==> config.mk <==
export PLATFORM = sky130hd
export DESIGN_NAME = mem_arbiter
export DESIGN_NICKNAME = d
export VERILOG_FILES = /design/src/rtl/mem_arbiter.sv
export SDC_FILE = /design/constraint.sdc
export NUM_CORES = 1
export LEC_CHECK = 0
export CAP_MARGIN = 10
export CELL_PAD_IN_SITES_DETAIL_PLACEMENT = 1
export CELL_PAD_IN_SITES_GLOBAL_PLACEMENT = 1
export CORE_ASPECT_RATIO = 0.5
export CORE_MARGIN = 1.5
export CORE_UTILIZATION = 13
export CTS_BUF_LIST = sky130_fd_sc_hd__clkbuf_8
export DETAILED_ROUTE_END_ITERATION = 10
export GPL_TIMING_DRIVEN = 0
export PLACE_DENSITY = 0.83
export SLEW_MARGIN = 10
export SYNTH_ARGS = -nofsm -noshare
export SYNTH_HDL_FRONTEND = slang
export SYNTH_SLANG_ARGS = --single-unit
==> constraint.sdc <==
create_clock -name CLK -period 3.55 [get_ports CLK]
set_input_delay 1.065 -clock CLK [delete_from_list [all_inputs] [get_ports CLK]]
set_output_delay 1.065 -clock CLK [all_outputs]
set_load 0.005 [all_outputs]
==> src/rtl/mem_arbiter.sv <==
// mem_arbiter -- single-port arbiter between the L1 caches and a one-word RAM.
//
// Data requests win over instruction fetches, except when the instruction side
// has watched STARVE_MAX data words complete while it was waiting. In that case
// the next grant goes to the fetch. Each grant moves exactly one word. Every
// grant re-arbitrates through IDLE.
//
// Optional build macro: MEM_ARB_STATS_EN adds the dacc_cnt, iacc_cnt and
// stall_cnt activity counters.
//
// Ports:
//   CLK, nRST            clock (rising edge), synchronous active-low reset
//   dREN, dWEN           data read / write request (a write wins if both are set)
//   daddr, dstore        data word address and write value
//   dwait, dload         data stall flag and read value
//   iREN, iaddr          instruction fetch request and address
//   iwait, iload         fetch stall flag and fetch value
//   ramREN, ramWEN       RAM read / write strobes
//   ramaddr, ramstore    RAM address and write data
//   ramload, ramstate    RAM read data and status (FREE/BUSY/ACCESS/ERROR)
//   dacc_cnt, iacc_cnt,  (MEM_ARB_STATS_EN only) completed data words,
//   stall_cnt             completed fetches, and grant cycles without ACCESS
module mem_arbiter #(
  parameter int WORD_W     = 32,
  parameter int STARVE_MAX = 4
) (
  input  logic              CLK,
  input  logic              nRST,
  input  logic              dREN,
  input  logic              dWEN,
  input  logic [WORD_W-1:0] daddr,
  input  logic [WORD_W-1:0] dstore,
  output logic              dwait,
  output logic [WORD_W-1:0] dload,
  input  logic              iREN,
  input  logic [WORD_W-1:0] iaddr,
  output logic              iwait,
  output logic [WORD_W-1:0] iload,
  output logic              ramREN,
  output logic              ramWEN,
  output logic [WORD_W-1:0] ramaddr,
  output logic [WORD_W-1:0] ramstore,
  input  logic [WORD_W-1:0] ramload,
`ifdef MEM_ARB_STATS_EN
  output logic [31:0]       dacc_cnt,
  output logic [31:0]       iacc_cnt,
  output logic [31:0]       stall_cnt,
`endif
  input  logic [1:0]        ramstate
);

  localparam logic [1:0] IDLE = 2'b00;
  localparam logic [1:0] DGNT = 2'b01;
  localparam logic [1:0] IGNT = 2'b10;

  localparam logic [1:0] RAM_ACCESS = 2'b10;

  localparam logic [3:0] STARVE_LIM = 4'(STARVE_MAX);

  logic [1:0] state, next_state;
  logic [3:0] starve_cnt, next_starve;
  logic       d_req;

  assign d_req = dREN | dWEN;

  // Every output is decoded from the registered state and the live inputs.
  always_comb begin
    next_state  = state;
    next_starve = starve_cnt;
    ramREN      = 1'b0;
    ramWEN      = 1'b0;
    ramaddr     = '0;
    ramstore    = '0;
    dwait       = 1'b1;
    iwait       = 1'b1;
    dload       = '0;
    iload       = '0;
    case (state)
      IDLE: begin
        if (iREN && (!d_req || starve_cnt == STARVE_LIM))
          next_state = IGNT;
        else if (d_req)
          next_state = DGNT;
      end
      DGNT: begin
        ramaddr  = daddr;
        ramstore = dstore;
        ramWEN   = dWEN;
        ramREN   = dREN & ~dWEN;
        if (!d_req) begin
          // The requester withdrew. The strobes are already low, so go back
          // to IDLE without completing the word.
          next_state = IDLE;
        end else if (ramstate == RAM_ACCESS) begin
          dwait      = 1'b0;
          dload      = ramload;
          next_state = IDLE;
          if (iREN && starve_cnt < STARVE_LIM)
            next_starve = starve_cnt + 4'd1;
        end
        // FREE, BUSY and ERROR hold the grant and the strobes. This retries
        // an ERROR response.
      end
      IGNT: begin
        ramREN  = 1'b1;
        ramaddr = iaddr;
        if (!iREN) begin
          next_state = IDLE;
        end else if (ramstate == RAM_ACCESS) begin
          iwait       = 1'b0;
          iload       = ramload;
          next_starve = '0;
          next_state  = IDLE;
        end
      end
      default: next_state = IDLE;
    endcase
  end

  always_ff @(posedge CLK) begin
    if (!nRST) begin
      state      <= IDLE;
      starve_cnt <= '0;
    end else begin
      state      <= next_state;
      starve_cnt <= next_starve;
    end
  end

`ifdef MEM_ARB_STATS_EN
  // A wait line is low only in the cycle its word completes. That makes it
  // the completion event to count.
  always_ff @(posedge CLK) begin
    if (!nRST) begin
      dacc_cnt  <= '0;
      iacc_cnt  <= '0;
      stall_cnt <= '0;
    end else begin
      if (!dwait)
        dacc_cnt <= dacc_cnt + 32'd1;
      if (!iwait)
        iacc_cnt <= iacc_cnt + 32'd1;
      if ((state == DGNT || state == IGNT) && ramstate != RAM_ACCESS)
        stall_cnt <= stall_cnt + 32'd1;
    end
  end
`endif

endmodule

==> results.tsv, run 1 <==
stage	metric	value	unit
layout	commonest non-fill, non-tap cell in the layout	clkdlybuf4s50_1	
grt	largest net degree at the start of global routing	11	
cts	htree depth	1	
layout	final core utilization	0.394	
pwr	Leak Pwr	2.18	nW
routing	Via density	4.00	
worst_setup_path	worst-path cell chain	dlygate4sd2_1, nor2b_4, and3_4, buf_6, clkbuf_8, buf_4, and2_1, dlygate4sd2_1	
routing	routed via count	2723	
yosys	sequential share of the synthesized area	0.0761	
cts	Clock Tree Buf Depth	2	
pwr	Int Pwr	0.000448	W
grt	number of antenna violations at the first check in global routing	0	
yosys	Main synth FF type	dfxtp_1	
worst_setup_path	crit-path max FO	7	
pwr	switching power total	0.000195	W
timing	Least-Margin Pin Slew	0.504	ns
timing	Rel. slew slack	0.655	
yosys	Synth Net Count	377	
routing	DRT iter0 DRCs	46	
cts	CTS buffer count	3	
cts	clock sink count	6	
worst_setup_path	Crit path arrival time	2.46	ns
worst_setup_path	CP bufs+invs	5	
worst_setup_path	Worst path max stage delay	0.26	ns
grt	grt ovf	0	
yosys	Synth warnings	0	
place	post-DP HPWL	8860	um
floorplan	Die Height	80.9	um
cts	root buffer cell	clkbuf_8	
grt	first-pass GRT wire length	15300	um
timing	max-slew violations	0	
layout	area grow syn2layout	195	%
worst_setup_path	required time of the critical path	2.48	ns
floorplan	Core Area	0.0118	mm^2
layout	commonest cells after routing, fill and taps aside	clkdlybuf4s50_1, and2_1, dlygate4sd2_1, a22oi_1, nor2b_1	
floorplan	I/O pin cnt	267	
outcome	outcome	completed	
layout	n_diodes	0	
grt	GR Util All Layers	0.149	
timing	final setup fails	0	
pwr	clock power share	0.157	
timing	fin crit share	0.993	
cts	clk_lat worst skew	0.22	ns
timing	Final Hold Vio Count	0	
yosys	Syn Inst Count	236	
place	Buffers on Ports	266	
yosys	Post-Syn Area	0.00158	mm^2
timing	Min Clock Period, post-route	3.53	ns
worst_setup_path	R2R Setup Slk	1.69	ns
grt	vias in the first global route	2806	
job	MaxCap Viol Count	0	
worst_setup_path	crit path capture type	output port	
routing	remaining antenna violation count after routing	0	
layout	Layout Nets	659	
routing	DRT Wirelength	10600	um
floorplan	standard-cell rows	28	
worst_setup_path	CP most frequent cell	dlygate4sd2_1	
floorplan	Die ar.	0.0129	mm^2
yosys	Async S/R FF share, synth	0	
pwr	combinational power share	0.731	
timing	Max Freq	284	MHz
floorplan	Initial Util	0.133	
yosys	Post-synth EDFFs	0	
cts	TritonCTS clock tree	built	
pwr	switching share of power	0.304	
worst_setup_path	critical path's slowest cell	dlygate4sd2_1	
timing	hold slack final	0.503	ns
floorplan	Die X	159	um
pwr	Power Dens Cells	138	mW/mm^2
routing	DR WL/cell	15.6	um
place	routability congestion estimate	0.765	
layout	share of cells above drive strength 1	0.0717	
min_path	Hold Path Class	reg2reg	
cts	cts hold-fix bufs	0	
pwr	sequential power share	0.112	
worst_setup_path	Critical Path Start Type	input pin	
routing	DR DRC count	0	
yosys	#FFs+latches synth	6	
timing	Worst Skew	0.000542	ns
cts	Clock transition at path regs	0.04	ns
yosys	Cell variety after synth	32	
worst_setup_path	CP delay by family, top	buffers and inverters	
routing	DR pass1 iterations	4	
worst_setup_path	Setup Crit Path Kind	in2out	
yosys	Syn Area/Cell	6.69	um^2
pwr	peak supply drop	0.101	mV
-- state kept, by name, indices dropped and copies added (netlist names) --
register	flops
starve_cnt	4
state	2
-- power groups by stage --
stage	Sequential, W	Combinational (W)	Clock [W]
after CTS	0.0000723	0.000476	0.000105
final	0.0000723	0.000471	0.000101
after global placement	0.0000731	0.000459	0
after global routing	0.0000727	0.000510	0.000107
after detailed placement	0.0000734	0.000465	0
after floorplan	0.0000728	0.000145	0
-- synthesized netlist by cell type (all sizes together) (2+ instances only) --
| library cell | n | area share |
|---|---|---|
| and2 | 97 | 0.38 |
| nor2b | 33 | 0.13 |
| a22oi | 32 | 0.15 |
| clkbuf | 17 | 0.040 |
| inv | 7 | 0.017 |
| dfxtp | 6 | 0.076 |
| ha | 6 | 0.048 |
| buf | 5 | 0.016 |
| nand2 | 4 | 0.0095 |
| nor2 | 3 | 0.0071 |
| o21ai | 3 | 0.0095 |
| a31oi | 2 | 0.0079 |
| nor3 | 2 | 0.0063 |
| o21a | 2 | 0.0095 |
| o221a | 2 | 0.014 |
| or3 | 2 | 0.0079 |
-- path summary, 6_finish.rpt --
kind                               from                         end  cells after the start
min reg2reg  starve_cnt[1]$_SDFFE_PN0P_  starve_cnt[1]$_SDFFE_PN0P_                      2
min          starve_cnt[1]$_SDFFE_PN0P_  starve_cnt[1]$_SDFFE_PN0P_                      2
max                         ramstate[1]                    iload[9]                      8
max reg2reg       state[0]$_SDFFE_PN0P_  starve_cnt[3]$_SDFFE_PN0P_                      9
-- worst register-to-register path, cell delays in order (launching register included) --
cell,delay (ns)
dfxtp_1,0.32
inv_1,0.12
ha_1,0.15
buf_2,0.20
and3_4,0.22
buf_6,0.12
buf_4,0.13
inv_2,0.06
o21ai_1,0.25
o221a_2,0.24
-- through the flow --
stage                     worst slack, ns  cell area (um^2)  TNS, ns  power, W  std cells
final                              0.0240              4660        0  0.000644        681
after detailed placement            -1.09              4450   -52.48  0.000539        667
after global routing              -0.0100              4660  -0.0111  0.000690        681
after global placement              -1.02              4450   -49.79  0.000532        667
after CTS                         0.00433              4620        0  0.000654        681
after floorplan                     0.558              1580        0  0.000218        236
-- layout make-up --
| class | instances | area (um^2) |
|---|---|---|
| Fill cell | 1453 | 7180 |
| Timing Repair Buffer | 277 | 2750 |
| Multi-Input combinational cell | 201 | 1370 |
| Tap cell | 165 | 206 |
| Buffer | 22 | 160 |
| Sequential cell | 6 | 120 |
| Clock buffer | 3 | 41.3 |
| Inverter | 7 | 26.3 |
-- per-layer routing --
layer | track usage | part of all wire | up-vias
met1 | 0.168 | 0.40 | 1303
met5 | 0 | 0 | -
met3 | 0.0163 | 0.030 | 4
li1 | - | - | 1354
met2 | 0.311 | 0.56 | 62
met4 | 0.0226 | 0.0057 | 0
-- cell families after synthesis --
family | after synthesis | synth area share
muxes | 1 | 0.00634
adders and majority gates | 6 | 0.0475
buffers and inverters | 29 | 0.0729
DFF | 6 | 0.0761
and+or+nand+nor | 147 | 0.575
AOI/OAI and AO/OA | 47 | 0.222
-- timing repair --
action	CTS	global route
gates resized for setup	88	38
setup buffers	9	1
cloned	2	0
pin swaps	1	0
endpoints found under the setup margin	66	75
(Power assumes the default switching activity.)
==> run 2: changes to the inputs <==
--- a/config.mk
+++ b/config.mk
@@ -8,14 +8,15 @@
 export CAP_MARGIN = 10
 export CELL_PAD_IN_SITES_DETAIL_PLACEMENT = 1
 export CELL_PAD_IN_SITES_GLOBAL_PLACEMENT = 1
-export CORE_ASPECT_RATIO = 0.5
-export CORE_MARGIN = 1.5
-export CORE_UTILIZATION = 13
+export CORE_AREA = 2 2 104 106
 export CTS_BUF_LIST = sky130_fd_sc_hd__clkbuf_8
 export DETAILED_ROUTE_END_ITERATION = 10
+export DIE_AREA = 0 0 106 108
+export DONT_BUFFER_PORTS = 1
 export GPL_TIMING_DRIVEN = 0
-export PLACE_DENSITY = 0.83
+export PLACE_DENSITY = 0.37
 export SLEW_MARGIN = 10
 export SYNTH_ARGS = -nofsm -noshare
 export SYNTH_HDL_FRONTEND = slang
 export SYNTH_SLANG_ARGS = --single-unit
+export TNS_END_PERCENT = 20
==> results.tsv, run 2 (synthesis results as in run 1) <==
stage	metric	value	unit	change
floorplan	standard-cell rows	37		was 28
grt	first-pass GRT wire length	9010	um	was 15300 um
cts	clk_lat worst skew	0.22	ns	about the same
worst_setup_path	Setup Crit Path Kind	in2out		unchanged
min_path	Hold Path Origin	starve_cnt[1]$_SDFFE_PN0P_		unchanged
worst_setup_path	CP delay by family, top	simple AND/OR/NAND/NOR gates		was buffers and inverters
cts	TritonCTS clock tree	built		unchanged
floorplan	Die ar.	0.0114	mm^2	was 0.0129 mm^2
layout	final core utilization	0.175		was 0.394
routing	DRT iter0 DRCs	68		was 46
layout	Cell Count, Final, Fillers Out	375		was 681
layout	n_diodes	0		unchanged
cts	CTS buffer count	3		unchanged
min_path	Hold Path Class	reg2reg		unchanged
routing	Via density	4.74		was 4.00
routing	DR pass1 iterations	4		unchanged
grt	GR Util All Layers	0.0995		was 0.149
worst_setup_path	crit-path max FO	10		was 7
floorplan	I/O pin cnt	267		unchanged
grt	largest net degree at the start of global routing	11		unchanged
timing	Least-Margin Pin Slew	0.499	ns	was 0.504 ns
worst_setup_path	worst setup path endpoint	dload[21]		was iload[9]
worst_setup_path	critical path's slowest cell	nor3b_2		was dlygate4sd2_1
worst_setup_path	required time of the critical path	2.48	ns	about the same
place	placed cell area	0.00175	mm^2	was 0.00445 mm^2
layout	commonest non-fill, non-tap cell in the layout	and2_1		was clkdlybuf4s50_1
cts	Clock Tree Buf Depth	2		unchanged
routing	remaining antenna violation count after routing	0		unchanged
worst_setup_path	CP bufs+invs	1		was 5
layout	Fill cells	1268		was 1453
timing	Final Hold Vio Count	0		unchanged
worst_setup_path	Worst setup startpoint	dREN		was ramstate[1]
outcome	outcome	completed		unchanged
worst_setup_path	R2R Setup Slk	1.68	ns	was 1.69 ns
timing	Min Clock Period, post-route	3.23	ns	was 3.53 ns
layout	area grow syn2layout	13.7	%	was 195%
timing	Max Freq	310	MHz	was 284 MHz
routing	DR DRC count	0		unchanged
floorplan	Die X	106	um	was 159 um
timing	Rel. slew slack	0.668		was 0.655
floorplan	Die Height	108	um	was 80.9 um
worst_setup_path	CP Depth	4		was 8
worst_setup_path	crit path capture type	output port		unchanged
job	MaxCap Viol Count	0		unchanged
place	DP Cell Count	372		was 667
grt	grt ovf	0		unchanged
cts	htree depth	1		unchanged
pwr	total power	0.000362	W	was 0.000644 W
layout	largest registers	starve_cnt (4), state (2)		unchanged
timing	setup total negative slack	0	ns	unchanged
worst_setup_path	Worst path max stage delay	0.43	ns	was 0.26 ns
worst_setup_path	worst r2r path cells	8		was 9
routing	DR WL/cell	18.2	um	was 15.6 um
pwr	Leak Pwr	0.610	nW	was 2.18 nW
timing	fin crit share	0.910		was 0.993
worst_setup_path	worst r2r src	state[0]$_SDFFE_PN0P_		unchanged
floorplan	Initial Util	0.154		was 0.133
cts	root buffer cell	clkbuf_8		unchanged
layout	commonest cells after routing, fill and taps aside	and2_1, nor2b_1, a22oi_1, clkbuf_1, inv_1		was clkdlybuf4s50_1, and2_1, dlygate4sd2_1, a22oi_1, nor2b_1
worst_setup_path	worst-path cell chain	o21ai_0, nor3b_2, clkbuf_1, and2_1		was dlygate4sd2_1, nor2b_4, and3_4, buf_6, clkbuf_8, buf_4, and2_1, dlygate4sd2_1
timing	Worst Skew	0.00341	ns	was 0.000542 ns
routing	DRT Wirelength	6840	um	was 10600 um
cts	cts hold-fix bufs	0		unchanged
layout	share of cells above drive strength 1	0.0377		was 0.0717
pwr	peak supply drop	0.0454	mV	was 0.101 mV
place	routability congestion estimate	0.774		was 0.765
layout	max FFs per register	4		unchanged
routing	routed via count	1776		was 2723
grt	vias in the first global route	1720		was 2806
floorplan	Core Area	0.0102	mm^2	was 0.0118 mm^2
place	post-DP HPWL	5940	um	was 8860 um
timing	final setup fails	0		unchanged
layout	Top reg by flops	starve_cnt		unchanged
layout	Layout Nets	382		was 659
place	Buffers on Ports	0		was 266
worst_setup_path	reg2reg end	starve_cnt[1]$_SDFFE_PN0P_		was starve_cnt[3]$_SDFFE_PN0P_
cts	Clock transition at path regs	0.04	ns	about the same
cts	clock sink count	6		unchanged
timing	RSZ-0062 raised after global routing	no		
worst_setup_path	Critical Path Start Type	input pin		unchanged
grt	number of antenna violations at the first check in global routing	0		unchanged
worst_setup_path	Crit path arrival time	2.16	ns	was 2.46 ns
timing	max-slew violations	0		unchanged
pwr	Power Dens Cells	202	mW/mm^2	was 138 mW/mm^2
layout	post-layout instance area	0.00180	mm^2	was 0.00466 mm^2
[run 2: cell types whose count changed in the layout (fill, tap and decap cells not counted), moves of 8 or more]
cell,change
dlygate4sd2_1,-38
clkbuf_8,-8
buf_4,-8
clkdlybuf4s50_1,-197
clkbuf_1,+10
clkdlybuf4s15_1,-12
dlymetal6s2s_1,-16
[run 2: tightest hold or removal path: stages, from the launching register on]
cell and delay, ns:
dfxtp_1 0.34, nand2_1 0.07, mux2i_1 0.06
[run 2: timing repair]
item,CTS,global route
gates resized for setup,1,0
setup buffers,0,0
endpoints found under the setup margin,4,0
[run 2: cell type report]
class / count / area [um^2] / area share
buffer: 22 / 88.8 / 0.0495
clock buffer: 3 / 41.3 / 0.0230
inverter: 7 / 26.3 / 0.0146
multi-input combinational: 201 / 1350 / 0.751
sequential: 6 / 120 / 0.0669
tap: 136 / 170 / 0.0948
[run 2: how the worst min path moves through the flow]
stage,endpoint,cells after the start
floorplan,starve_cnt[1]$_SDFFE_PN0P_,2
global placement,starve_cnt[1]$_SDFFE_PN0P_,2
detailed placement,starve_cnt[1]$_SDFFE_PN0P_,2
CTS,starve_cnt[1]$_SDFFE_PN0P_,2
global route,starve_cnt[1]$_SDFFE_PN0P_,2
finish,starve_cnt[1]$_SDFFE_PN0P_,2
[run 2: power by group]
part / internal [W] / switching, W
registers: 0.0000702 / 0.00000209
clock network: 0.0000730 / 0.0000305
logic: 0.0000752 / 0.000111
total: 0.000218 / 0.000144
[run 2: metal layers]
layer / up-vias / global-route usage / part of all wire
met3: 2 / 0.0151 / 0.077
met5: - / 0 / 0
met2: 151 / 0.195 / 0.54
met1: 828 / 0.112 / 0.38
li1: 795 / - / -
met4: 0 / 0.0226 / 0.0039
[run 2: stage by stage]
stage	hold slack (ns)	setup slack (ns)
4_1_cts	0.529	0.258
5_1_grt	0.562	0.139
2_1_floorplan	0.465	0.558
3_3_place_gp	0.504	0.00959
6_report	0.526	0.321
3_5_place_dp	0.523	-0.00489
==> edit 1: new RTL, flow settings as in run 2 <==
The parameter `WORD_W` goes from 32 to 36.
--- a/src/rtl/mem_arbiter.sv
+++ b/src/rtl/mem_arbiter.sv
@@ -21,7 +21,7 @@
 //   dacc_cnt, iacc_cnt,  (MEM_ARB_STATS_EN only) completed data words,
 //   stall_cnt             completed fetches, and grant cycles without ACCESS
 module mem_arbiter #(
-  parameter int WORD_W     = 32,
+  parameter int WORD_W     = 36,
   parameter int STARVE_MAX = 4
 ) (
   input  logic              CLK,
Interface: changed (8 resized); port bits go from 267 to 299. No check against the original RTL was run, so the function may have changed too.
==> edit 1 against run 2 <==
Sequential cell count unchanged. Total power increased by 6.0%. Sequential share of layout area decreased by 0.51 points. Design area up 8.2%. Area after synthesis rose by 8.9%. Wire length grew 12%. Global-route usage up 1.8 points. Highest routed layer unchanged. Largest cell class unchanged. Setup slack got worse by 0.088 ns.
==> edit 1: results (changes against run 2) <==
final-stage net count=420 (+9.9%); metal3 WL=707 µm (+34%); CP startpoint=dREN; port bufs=0 (unchanged); CTS Buffer Depth=2 (unchanged); Worst path max stage delay=0.49 ns (+0.06 ns); pre-CTS setup slack=0.0835 ns (+0.0884 ns); biggest registers after layout=starve_cnt (4), state (2); R2R depth=6 (-2); Top Metal Used=met4; met2 wire length=3.91 mm (+6.6%); routability-driven placement congestion ratio=0.847 (+9.5%); Final Util=19.0% (+1.4 points); Cells after DPL=394 (+5.9%); Design Power=384 µW (+6.0%); Int Power=226 µW (+3.7%); Post-Place Cell Area=1890 µm² (+8.0%); hold crit path type=reg2reg; sequential area share after synthesis=6.99% (-0.62 points); delay-heaviest family, CP=simple AND/OR/NAND/NOR gates; Tcrit/Tclk final=93.5% (+2.5 points); largest cells by area after synthesis=and2_1 (40%), a22oi_1 (16%), nor2b_1 (13%); Fill cells=1278 (+0.79%); DPL Wire Length=6.70 mm (+13%); Yosys cell types=30 (-6.3%); post-CTS resize count=0 (-1); Clock Latency Late Sink=0.22 ns (about the same); Syn Inst Count=258 (+9.3%); VDD IR max=0.0000635 V (+40%); CP arrival=2.25 ns (+0.09 ns); GR Util All Layers=11.8% (+1.8 points); Setup crit end=dload[6]; main flop type after synthesis=dfxtp_1; Synth Warn #=0 (unchanged); leakage=0.658 nW (+7.9%); Initial DRT Pass Iterations=4 (unchanged); postcts setup bufs=0 (unchanged); iteration-0 DRC count of the detailed router=50 (-26%); Seq. pwr=72.3 µW (about the same); first-pass GRT wire length=10.4 mm (+15%); CP max stage cell=nor3b_4; clock skew=0.000571 ns (-0.00284 ns); Via-to-Cell Ratio=4.83 (+1.9%); status=finished clean; total CTS buffers=3 (unchanged); routed len/inst=19.2 µm (+5.3%); number of global-route vias before repair=1943 (+13%); Post-synth EDFFs=0 (unchanged); reg2reg setup slack=1.66 ns (-0.02 ns); Rel. slew slack=67.4% (+0.61 points); synth cell count leaders=and2_1 (109), nor2b_1 (37), a22oi_1 (36); layout cells sized above 1=3.45% (-0.32 points); FFs w/ async S/R, synth=0% (unchanged); Hold Crit Start=starve_cnt[1]; final wirelength=7.65 mm (+12%); Clock Power Share=27.2% (-1.4 points); M1 WL=2.91 mm (+11%)
## edit 1: kinds of logic after synthesis
| logic type | synth area share [%] |
|---|---|
| DFF | 6.99 |
| muxes | 0.582 |
| buffers and inverters | 6.99 |
| AOI/OAI and AO/OA | 22.1 |
| adders and majority gates | 4.37 |
| and+or+nand+nor | 59.0 |
## edit 1: cell type report
cell class,count,area share (%)
buffer,24,4.89
clock buffer,3,2.12
inverter,7,1.35
antenna,1,0.129
sequential,6,6.18
multi-input combinational,221,76.6
tap,136,8.76
## edit 1: metal layers
layer	GRT usage [%]	vias up
met2	22.1	160
met1	12.7	879
met5	0	-
li1	-	876
met4	3.10	0
met3	3.80	6
## edit 1: worst min-delay path by stage
stage	endpoint	slack [ns]	cells after the start
4_1_cts	starve_cnt[1]	0.51	2
6_report	starve_cnt[1]	0.51	2
3_3_place_gp	starve_cnt[1]	0.49	2
5_1_grt	starve_cnt[1]	0.54	2
3_5_place_dp	starve_cnt[1]	0.50	2
2_1_floorplan	starve_cnt[1]	0.46	2
==> edit 2: new RTL, flow settings as in run 2 <==
Without the edit above. Compare `starve_cnt` against `STARVE_LIM` with >= in place of ==.
--- a/src/rtl/mem_arbiter.sv
+++ b/src/rtl/mem_arbiter.sv
@@ -77,7 +77,7 @@
     iload       = '0;
     case (state)
       IDLE: begin
-        if (iREN && (!d_req || starve_cnt == STARVE_LIM))
+        if (iREN && (!d_req || starve_cnt >= STARVE_LIM))
           next_state = IGNT;
         else if (d_req)
           next_state = DGNT;
Behaviour: same outputs for any inputs over 10 cycles, from zero or initial values and one cycle with nRST low; that may be too few to reach the edited logic, so the function may still have changed.
==> edit 2 against run 2 <==
Area after synthesis grew 2.5%. Hold slack lost 0.047 ns. Total power fell by 0.92%. Sequential cell count unchanged. Sequential power increased by 1%. Count of clock-buffer cells in the layout did not move. Fmax down 4.1%. Critical path depth is the same. Global-route usage increased by 2.2 points. Setup slack worse by 0.14 ns. Wire length up 17%. Via count rose by 3.1%. Design area up 1.9%. Final cell count increased by 1.6%.
==> edit 2: results (changes against run 2) <==
global routing usage on met3=2.71% (+1.2 points); routed len/inst=21.0 µm (+15%); Setup crit end=dload[5]; clock skew=0.000287 ns (-0.00312 ns); Min Hold Slack=0.478 ns (-0.0471 ns); GR Util All Layers=12.2% (+2.2 points); CP startpoint=ramstate[1]; CP max stage cell=nor2_1; Seq. pwr=72.9 µW (+1%); Tcrit/Tclk final=94.9% (+3.9 points); Yosys cell types=30 (-6.3%); DPL Wire Length=6.83 mm (+15%); synth cell count leaders=and2_1 (65), a22oi_1 (32), and3_1 (32), nor2b_1 (32), clkbuf_1 (23); Clock Power Share=29.6% (+1.0 points); grt met2 use=23.0% (+3.5 points); Syn Area/Cell=6.69 µm² (about the same); number of global-route vias before repair=1864 (+8.4%); final-stage net count=387 (+1.3%); routability-driven placement congestion ratio=0.736 (-4.8%); first-pass GRT wire length=10.9 mm (+21%); sw power=146 µW (+1.7%); leakage=0.715 nW (+17%); Worst path max stage delay=0.41 ns (-0.02 ns); syn nets=382 (+1.3%); post-CTS resize count=0 (-1); iteration-0 DRC count of the detailed router=67 (-1.5%); met2 wire length=4.39 mm (+20%); status=finished clean; M1 WL=3.08 mm (+18%); R2R depth=7 (-1); sequential area share after synthesis=7.42% (-0.18 points); Hold Crit Start=starve_cnt[3]; Int Power=213 µW (-2.6%); pre-CTS setup slack=0.145 ns (+0.150 ns)
-- edit 2: changes by cell type in the layout (fill, tap and decap cells not counted), sizes merged, moves of 2 or more --
cell,run 2,this run
a211oi,0,2
buf,5,3
and2,97,65
or3,2,0
nand3,0,2
nand2,4,6
o221a,2,0
clkbuf,20,26
or2,0,2
and3,1,32
nor3,2,0
-- edit 2: layout make-up --
| cell class | count | area (µm²) | share of cell area (%) |
|---|---|---|---|
| inverter | 7 | 26.3 | 1.44 |
| clock buffer | 3 | 41.3 | 2.26 |
| sequential | 6 | 120 | 6.57 |
| tap | 136 | 170 | 9.30 |
| multi-input combinational | 203 | 1360 | 74.3 |
| buffer | 26 | 113 | 6.16 |
-- edit 2: cells by family after synthesis --
group                      Yosys count  share of synthesized area, %
adders and majority gates            5                          3.87
buffers and inverters               33                          8.58
and+or+nand+nor                    149                          56.6
muxes                                1                         0.619
DFF                                  6                          7.42
AOI/OAI and AO/OA                   48                          22.9
